**src/rtl/isa_pkg.sv**
```systemverilog
// Shared ISA definitions for the instruction fetch/decode front end:
// widths, opcode and state encodings, field positions, offset sign extension.
package isa_pkg;

  localparam int AW = 9;
  localparam int IW = 20;

  localparam int OPC_HI = 19;
  localparam int OPC_LO = 15;
  localparam int FA_HI  = 14;
  localparam int FA_LO  = 10;
  localparam int FB_HI  = 9;
  localparam int FB_LO  = 5;
  localparam int FC_HI  = 4;
  localparam int FC_LO  = 0;

  typedef enum logic [4:0] {
    OP_BE   = 5'd7,
    OP_BL   = 5'd8,
    OP_BG   = 5'd9,
    OP_BA   = 5'd10,
    OP_DONE = 5'b01110
  } opcode_e;

  typedef enum logic [1:0] {
    ST_IDLE = 2'd0,
    ST_RUN  = 2'd1,
    ST_HALT = 2'd2
  } state_e;

  // Branch offsets are 5-bit two's complement, applied modulo 2^AW.
  function automatic logic [AW-1:0] sext_fc(input logic [4:0] fc);
    return {{(AW-5){fc[4]}}, fc};
  endfunction

endpackage

```
**src/rtl/branch_resolve.sv**
```systemverilog
// Combinational branch decision and target computation for the held instruction.
module branch_resolve
  import isa_pkg::*;
(
  input  logic [4:0]    opcode,
  input  logic          flag_eq,
  input  logic          flag_lt,
  input  logic          flag_gt,
  input  logic [AW-1:0] ir_pc,
  input  logic [4:0]    fc,
  output logic          taken,
  output logic [AW-1:0] target
);

  assign target = ir_pc + sext_fc(fc);

  // Condition select per branch opcode; everything else falls through.
  always_comb begin
    taken = 1'b0;
    case (opcode)
      OP_BE:   taken = flag_eq;
      OP_BL:   taken = flag_lt;
      OP_BG:   taken = flag_gt;
      OP_BA:   taken = 1'b1;
      default: taken = 1'b0;
    endcase
  end

endmodule

```
**src/rtl/imem_fetch.sv**
```systemverilog
// Instruction fetch / IR stage with one-bubble taken branches and a halt opcode.
// Optional perf counters (retired, bubbles) are enabled by defining IMEM_PERF_EN.
module imem_fetch
  import isa_pkg::*;
(
  input  logic          clk,
  input  logic          rst_n,
  input  logic          start,
  input  logic [AW-1:0] start_addr,
  input  logic          stall,
  input  logic          flag_eq,
  input  logic          flag_lt,
  input  logic          flag_gt,
  output logic [AW-1:0] iptr,
  input  logic [IW-1:0] inst,
  output logic          ir_valid,
  output logic [4:0]    opcode,
  output logic [4:0]    fa,
  output logic [4:0]    fb,
  output logic [4:0]    fc,
  output logic [AW-1:0] ir_pc,
`ifdef IMEM_PERF_EN
  output logic [15:0]   retired,
  output logic [15:0]   bubbles,
`endif
  output logic          done
);

  state_e        state_q, state_d;
  logic [AW-1:0] pc_q, pc_d;
  logic [IW-1:0] ir_q, ir_d;
  logic [AW-1:0] ir_pc_q, ir_pc_d;
  logic          ir_valid_q, ir_valid_d;
  logic          done_q, done_d;
  logic          br_taken_s;
  logic [AW-1:0] br_target_s;

  assign iptr     = pc_q;
  assign ir_valid = ir_valid_q;
  assign ir_pc    = ir_pc_q;
  assign done     = done_q;
  assign opcode   = ir_q[OPC_HI:OPC_LO];
  assign fa       = ir_q[FA_HI:FA_LO];
  assign fb       = ir_q[FB_HI:FB_LO];
  assign fc       = ir_q[FC_HI:FC_LO];

  branch_resolve u_branch_resolve (
    .opcode  (opcode),
    .flag_eq (flag_eq),
    .flag_lt (flag_lt),
    .flag_gt (flag_gt),
    .ir_pc   (ir_pc_q),
    .fc      (fc),
    .taken   (br_taken_s),
    .target  (br_target_s)
  );

  // Next-state: start beats stall; stall freezes everything including resolution.
  always_comb begin
    state_d    = state_q;
    pc_d       = pc_q;
    ir_d       = ir_q;
    ir_pc_d    = ir_pc_q;
    ir_valid_d = ir_valid_q;
    done_d     = done_q;
    if (start) begin
      state_d    = ST_RUN;
      pc_d       = start_addr;
      ir_valid_d = 1'b0;
      done_d     = 1'b0;
    end else if (stall) begin
      state_d = state_q;
    end else begin
      case (state_q)
        ST_RUN: begin
          if (ir_valid_q && (opcode == OP_DONE)) begin
            ir_valid_d = 1'b0;
            done_d     = 1'b1;
            state_d    = ST_HALT;
          end else if (ir_valid_q && br_taken_s) begin
            pc_d       = br_target_s;
            ir_valid_d = 1'b0;
          end else begin
            ir_d       = inst;
            ir_pc_d    = pc_q;
            ir_valid_d = 1'b1;
            pc_d       = pc_q + {{(AW-1){1'b0}}, 1'b1};
          end
        end
        default: ir_valid_d = 1'b0;
      endcase
    end
  end

  // State registers.
  always_ff @(posedge clk or negedge rst_n) begin
    if (!rst_n) begin
      state_q    <= ST_IDLE;
      pc_q       <= {AW{1'b0}};
      ir_q       <= {IW{1'b0}};
      ir_pc_q    <= {AW{1'b0}};
      ir_valid_q <= 1'b0;
      done_q     <= 1'b0;
    end else begin
      state_q    <= state_d;
      pc_q       <= pc_d;
      ir_q       <= ir_d;
      ir_pc_q    <= ir_pc_d;
      ir_valid_q <= ir_valid_d;
      done_q     <= done_d;
    end
  end

`ifdef IMEM_PERF_EN
  logic [15:0] retired_q, retired_d;
  logic [15:0] bubbles_q, bubbles_d;

  assign retired = retired_q;
  assign bubbles = bubbles_q;

  // Saturating counters, cleared on start.
  always_comb begin
    retired_d = retired_q;
    bubbles_d = bubbles_q;
    if (start) begin
      retired_d = 16'h0000;
      bubbles_d = 16'h0000;
    end else if (!stall) begin
      if (ir_valid_q && (retired_q != 16'hFFFF)) begin
        retired_d = retired_q + 16'h0001;
      end else begin
        retired_d = retired_q;
      end
      if ((state_q == ST_RUN) && !ir_valid_q && (bubbles_q != 16'hFFFF)) begin
        bubbles_d = bubbles_q + 16'h0001;
      end else begin
        bubbles_d = bubbles_q;
      end
    end else begin
      retired_d = retired_q;
      bubbles_d = bubbles_q;
    end
  end

  // Counter registers.
  always_ff @(posedge clk or negedge rst_n) begin
    if (!rst_n) begin
      retired_q <= 16'h0000;
      bubbles_q <= 16'h0000;
    end else begin
      retired_q <= retired_d;
      bubbles_q <= bubbles_d;
    end
  end
`endif

endmodule

```
**config.mk**
```make
export PLATFORM = sky130hd
export DESIGN_NAME = imem_fetch
export DESIGN_NICKNAME = d
export VERILOG_FILES = /design/src/rtl/isa_pkg.sv /design/src/rtl/branch_resolve.sv /design/src/rtl/imem_fetch.sv
export SDC_FILE = /design/constraint.sdc
export NUM_CORES = 1
export LEC_CHECK = 0
export CAP_MARGIN = 40
export CORE_AREA = 5 5 82 84
export DETAILED_ROUTE_END_ITERATION = 10
export DIE_AREA = 0 0 87 89
export MAX_ROUTING_LAYER = met4
export PLACE_DENSITY = 0.7
export SYNTH_ARGS = -nofsm -noshare
export SYNTH_HDL_FRONTEND = slang
export SYNTH_SLANG_ARGS = --single-unit
```
**constraint.sdc**
```tcl
create_clock -name clk -period 3.45 [get_ports clk]
set_clock_uncertainty 0.15 [all_clocks]
set_input_delay 0.5175 -clock clk [delete_from_list [all_inputs] [get_ports clk]]
set_output_delay 0.5175 -clock clk [all_outputs]
set_load 0.02 [all_outputs]
```
### Word-level counts from Yosys, hierarchy flattened

Index checks and enable logic that the tools add are counted.

| cells by class | value |
|---|---|
| $add $sub $neg | 2 |
| equality and inequality tests | 8 |
| mux-type cells | 19 |
| bitwise gates (word level) | 4 |
| reduce and logical (&&, ||, !) cells | 7 |

Operator list:

| kind | number |
|---|---|
| 2-to-1 mux 9 bit | 5 |
| equality test 5 x 4 -> 1 bit, second input constant | 4 |
| adder 9 x 1 -> 9 bit, second input constant | 1 |
| adder 9 bit | 1 |
| 2-to-1 mux 1 bit | 9 |
| 2-to-1 mux 2 bit | 4 |
| AND reduction 3 bit | 2 |
| equality test 5 x 3 -> 1 bit, second input constant | 1 |
| AND reduction 5 bit | 1 |
| inequality test 2 bit, second input constant | 2 |
| NOT 1 bit | 4 |
| one-hot mux 1 bit (4 select lines) | 1 |
| nonzero test 2 bit | 2 |
| equality test 2 x 1 -> 1 bit, second input constant | 1 |
| logical AND 1 bit | 2 |

| word-level totals | value |
|---|---|
| register bits after elaboration | 42 |
| input port bits | 36 |
| word-level logic and storage cells | 46 |

### Longest topological paths before layout

| logic depth | value |
|---|---|
| depth in word-level cells | 8 |
| gate-level depth with buffers | 7 |
| depth with buffers taken out | 7 |

### Hierarchy

A second synthesis with hierarchy kept.

| unflattened totals | value |
|---|---|
| cell total of the unflattened synthesis | 211 |
| area total of the unflattened synthesis | 2417.3 um^2 |

Modules (own cells, without submodules):

| module | times used | cells each | area each (um^2) |
|---|---|---|---|
| imem_fetch | 1 | 162 | 2028.2 |
| branch_resolve | 1 | 49 | 389.1 |

### Worst setup path after synthesis

No wires, ideal clock.

| path | value |
|---|---|
| path type | in2reg |
| start point | input port stall |
| end point | register ir_q[10] |
| setup time | 0.127 ns |
| data arrival time | 1.997 ns |
| path slack | 1.175 ns |
| stages | 7 |
| cells stage by stage | nor3b_1 a21boi_2 nand2_1 nor2_1 buf_4 buf_6 mux2_1 |

| on the way | value |
|---|---|
| word-level cells in the longest chain between the ends | 2 |

Ends and longest elaborated chain:

| item | RTL line | text |
|---|---|---|
| start, declared | imem_fetch.sv:10 | `input logic stall,` |
| NOT 1 bit (no source line) | n/a |  |
| AND reduction 5 bit (no source line) | n/a |  |
| end signal, assigned | imem_fetch.sv:100 | `ir_q <= {IW{1'b0}};` |
| end signal, assigned | imem_fetch.sv:107 | `ir_q <= ir_d;` |
| end, declared | imem_fetch.sv:31 | `logic [IW-1:0] ir_q, ir_d;` |

No other way between the ends.
A chain may end at the register's enable or synchronous reset.

### Worst setup path after layout

| path | value |
|---|---|
| start point | input port stall |
| end point | register ir_q[14] |

The elaborated chain is that of the path after synthesis.

==> impl_results.md <==
- Status: completed
- Register bit total from synthesis: between 40 and 50
- Startpoint Class: primary input
- Largest net degree at the start of global routing: 22
- Fmax: roughly 0.38 GHz
- PwrDens: around 540 nW/um^2
- Unrepaired setup endpoints after global routing: false
- Yosys warns: 0
- Met3 Resource Use GR: ~4.1%
- Top delay family on crit path: simple AND/OR/NAND/NOR gates
- Cell accounting for the most synthesized area: dfrtp_1
- Worst-case clock buffer depth: 2
- DIE AREA: slightly below 8000 sq um
- Sequential fraction of the synthesis area: between 40 and 50%
- Drt pass-1 iters: 4
- Top cells by area, synth: dfrtp_1, mux2_1, ha_1
- GR Util met2: roughly a quarter
- ANT nets after route: 0
- Crit path time final: ~2.6 ns
- Worst setup EP type: flop
- Vias in the first global route: a little under 2k
- WHS: between 0.04 and 0.05 ns
- Mapped Area: between 2000 and 2500 sq um
- Clock Latency Late Sink: 0.29 ns
- I/O pins: 76
- Site Rows: 28
- Core area: about 5900 sq um
- Setup TNS: 0 ns
- Area Overhead vs Synth: 41.6%
- WL/cell: 16.2 um
- Slew margin rel.: between 50 and 60%
- Starting Density: roughly two fifths
- Layout cells sized above 1: 6.09%
- Commonest register cell after synthesis: dfrtp_1
- CTS Root Cell: clkbuf_8
- Final hold violations: 0
- Via density: 5.32
- Total congestion overflow: 0
- Final WL: roughly 5700 um
- Final Max Tran Viols: 0
- Hpwl dp: between 4000 and 5000 um
- # diodes: 0
- Maximum VDD drop: roughly 0.00027 V
- Type of the worst setup path: in2reg
- Layout Nets: 325
- Syn Area/Cell: ~11 sq um
- DRC Markers: 0
- Htree depth: 2
- CP max-delay cell: clkdlybuf4s50_1
- EDFF count, synth: 0
- Buf+Inv Stages, Crit Path: 2
- Gr usage total: ~16%
- Yosys top cell area share: 45.1%
- Synth unique cells: 52
- Resized cells post-CTS: 0
- CP max stage delay: around 0.42 ns
- # hold bufs at CTS: 0
- Initial DRC Count: 93
- GP Congestion: about 0.85
- First-pass GRT wire length: 9610 um
- Maxcap violations: 0
- Ys async rst share: 100%
- CTS Buf Count: 5
- Tcrit/Tclk final: approximately 76%
- Final setup vio count: 0
- Crit path arrival time: 2.64 ns
- Post-CTS setup buffers: 0
- Slew at the pin closest to its max-slew limit: 0.607 ns
- Port bufs: 75
- Initial antenna violation count: 0
- CTS sink cnt: ~40
- Die X: between 80 and 90 um
- Max FO, Critical Path: 18
- Worst min-delay path class: in2async
- CTS tree: yes
- Net Count, Synth: ~250
- CP Cell Sequence: clkdlybuf4s50_1 > nor3b_1 > a21boi_2 > nand2_1 > nor2_2 > buf_4 > mux2_1
- Die Height: 89 um
- DR vias: 1885
- Pleak: between 1 and 1.5 nW
- Met1 Usage GRT: between 20% and 30%
- CP required: between 3 and 4 ns
- Clk slew on worst S/H paths: roughly 0.080 ns
- Gr busiest metal: met2
- Cells after Synth: between 150 and 200
==> worst register-to-register path: stages (launching register included) <==
cell	delay (ns)
dfrtp_1	0.40
ha_1	0.23
fa_1	0.41
a211oi_1	0.45
o21bai_1	0.13
a21oi_1	0.26
nand4b_1	0.12
and3_1	0.19
==> flip-flops by register name, indices dropped and copies added (netlist names) <==
| name | flops |
|---|---|
| ir_q | 20 |
| iptr | 9 |
| ir_pc | 9 |
| done | 1 |
| ir_valid | 1 |
| state_q | 1 |
==> routing by layer <==
layer  part of all wire [%]  up-vias
met5                      0        -
met4                    1.0        0
met3                    6.7        7
met2                     47       53
met1                     46      921
li1                       -      904
==> cell type report <==
type,count,area [sq um]
Multi-Input combinational cell,144,1180
Timing Repair Buffer,80,803
Fill cell,513,2630
Tap cell,75,93.8
Clock buffer,7,86.3
Sequential cell,41,1030
Inverter,7,26.3
==> cell families (layout without fill, tap and decap cells) <==
group | count (synthesis) | in the layout | share of synthesized area (%)
adders and majority gates | 10 | 10 | 5.83
DFF | 41 | 41 | 45.1
muxes | 31 | 31 | 15.2
and+or+nand+nor | 44 | 44 | 10.1
AOI/OAI and AO/OA | 48 | 48 | 16.6
xor gates and xnor gates | 11 | 11 | 4.24
buffers and inverters | 14 | 94 | 2.92
==> path summary, 6_finish.rpt <==
path	cells past startpoint	end	slack (ns)	startpoint
max	7	ir_q[14]	0.84	stall
min	1	ir_q[4]	0.04	rst_n
max reg2reg	7	iptr[6]	1.01	ir_q[0]
min reg2reg	2	state_q[0]	0.33	state_q[0]
max in group asynchronous	2	ir_q[17]	2.62	rst_n
min in group clk	2	state_q[0]	0.33	state_q[0]
==> where the power goes <==
group	switching (mW)	internal [mW]
sequential	0.0965	0.569
combinational	0.367	0.378
clock	0.161	0.159
==> placed cells by master, fill, tap and decap left out, types with 3 or more instances in the layout <==
cell type	count
clkbuf_8	6
a21oi_1	7
dfrtp_1	41
nand3_1	5
mux2i_1	3
ha_1	9
o21ai_1	5
a21o_1	3
mux2_1	28
nand2_1	12
buf_4	4
inv_1	6
nor2_1	7
clkdlybuf4s50_1	74
xnor2_1	9
o21ai_0	7
and3_1	3
==> cells in the mapped netlist, types with 3 or more instances <==
cell type / n
xnor2_1: 9
and3_1: 3
o21ai_0: 7
a21o_1: 3
o21ai_1: 5
mux2i_1: 3
clkbuf_1: 3
a21oi_1: 7
mux2_1: 28
nor2_1: 8
inv_1: 6
nand3_1: 5
ha_1: 9
dfrtp_1: 41
nand2_1: 12
==> per-stage QoR <==
stage | instances | power, mW | area [sq um] | setup slack [ns] | utilization [%]
2_1_floorplan | 199 | 1.09 | 2270 | 1.18 | -
3_3_place_gp | 346 | 1.40 | 3110 | 0.614 | 53.1
3_5_place_dp | 347 | 1.42 | 3130 | 0.527 | 53.6
4_1_cts | 354 | 1.75 | 3220 | 0.845 | 55.0
5_1_grt | 354 | 1.85 | 3220 | 0.669 | 55.0
6_report | 354 | 1.73 | 3220 | 0.839 | 55.0
Power figures use the tool's default switching activity.
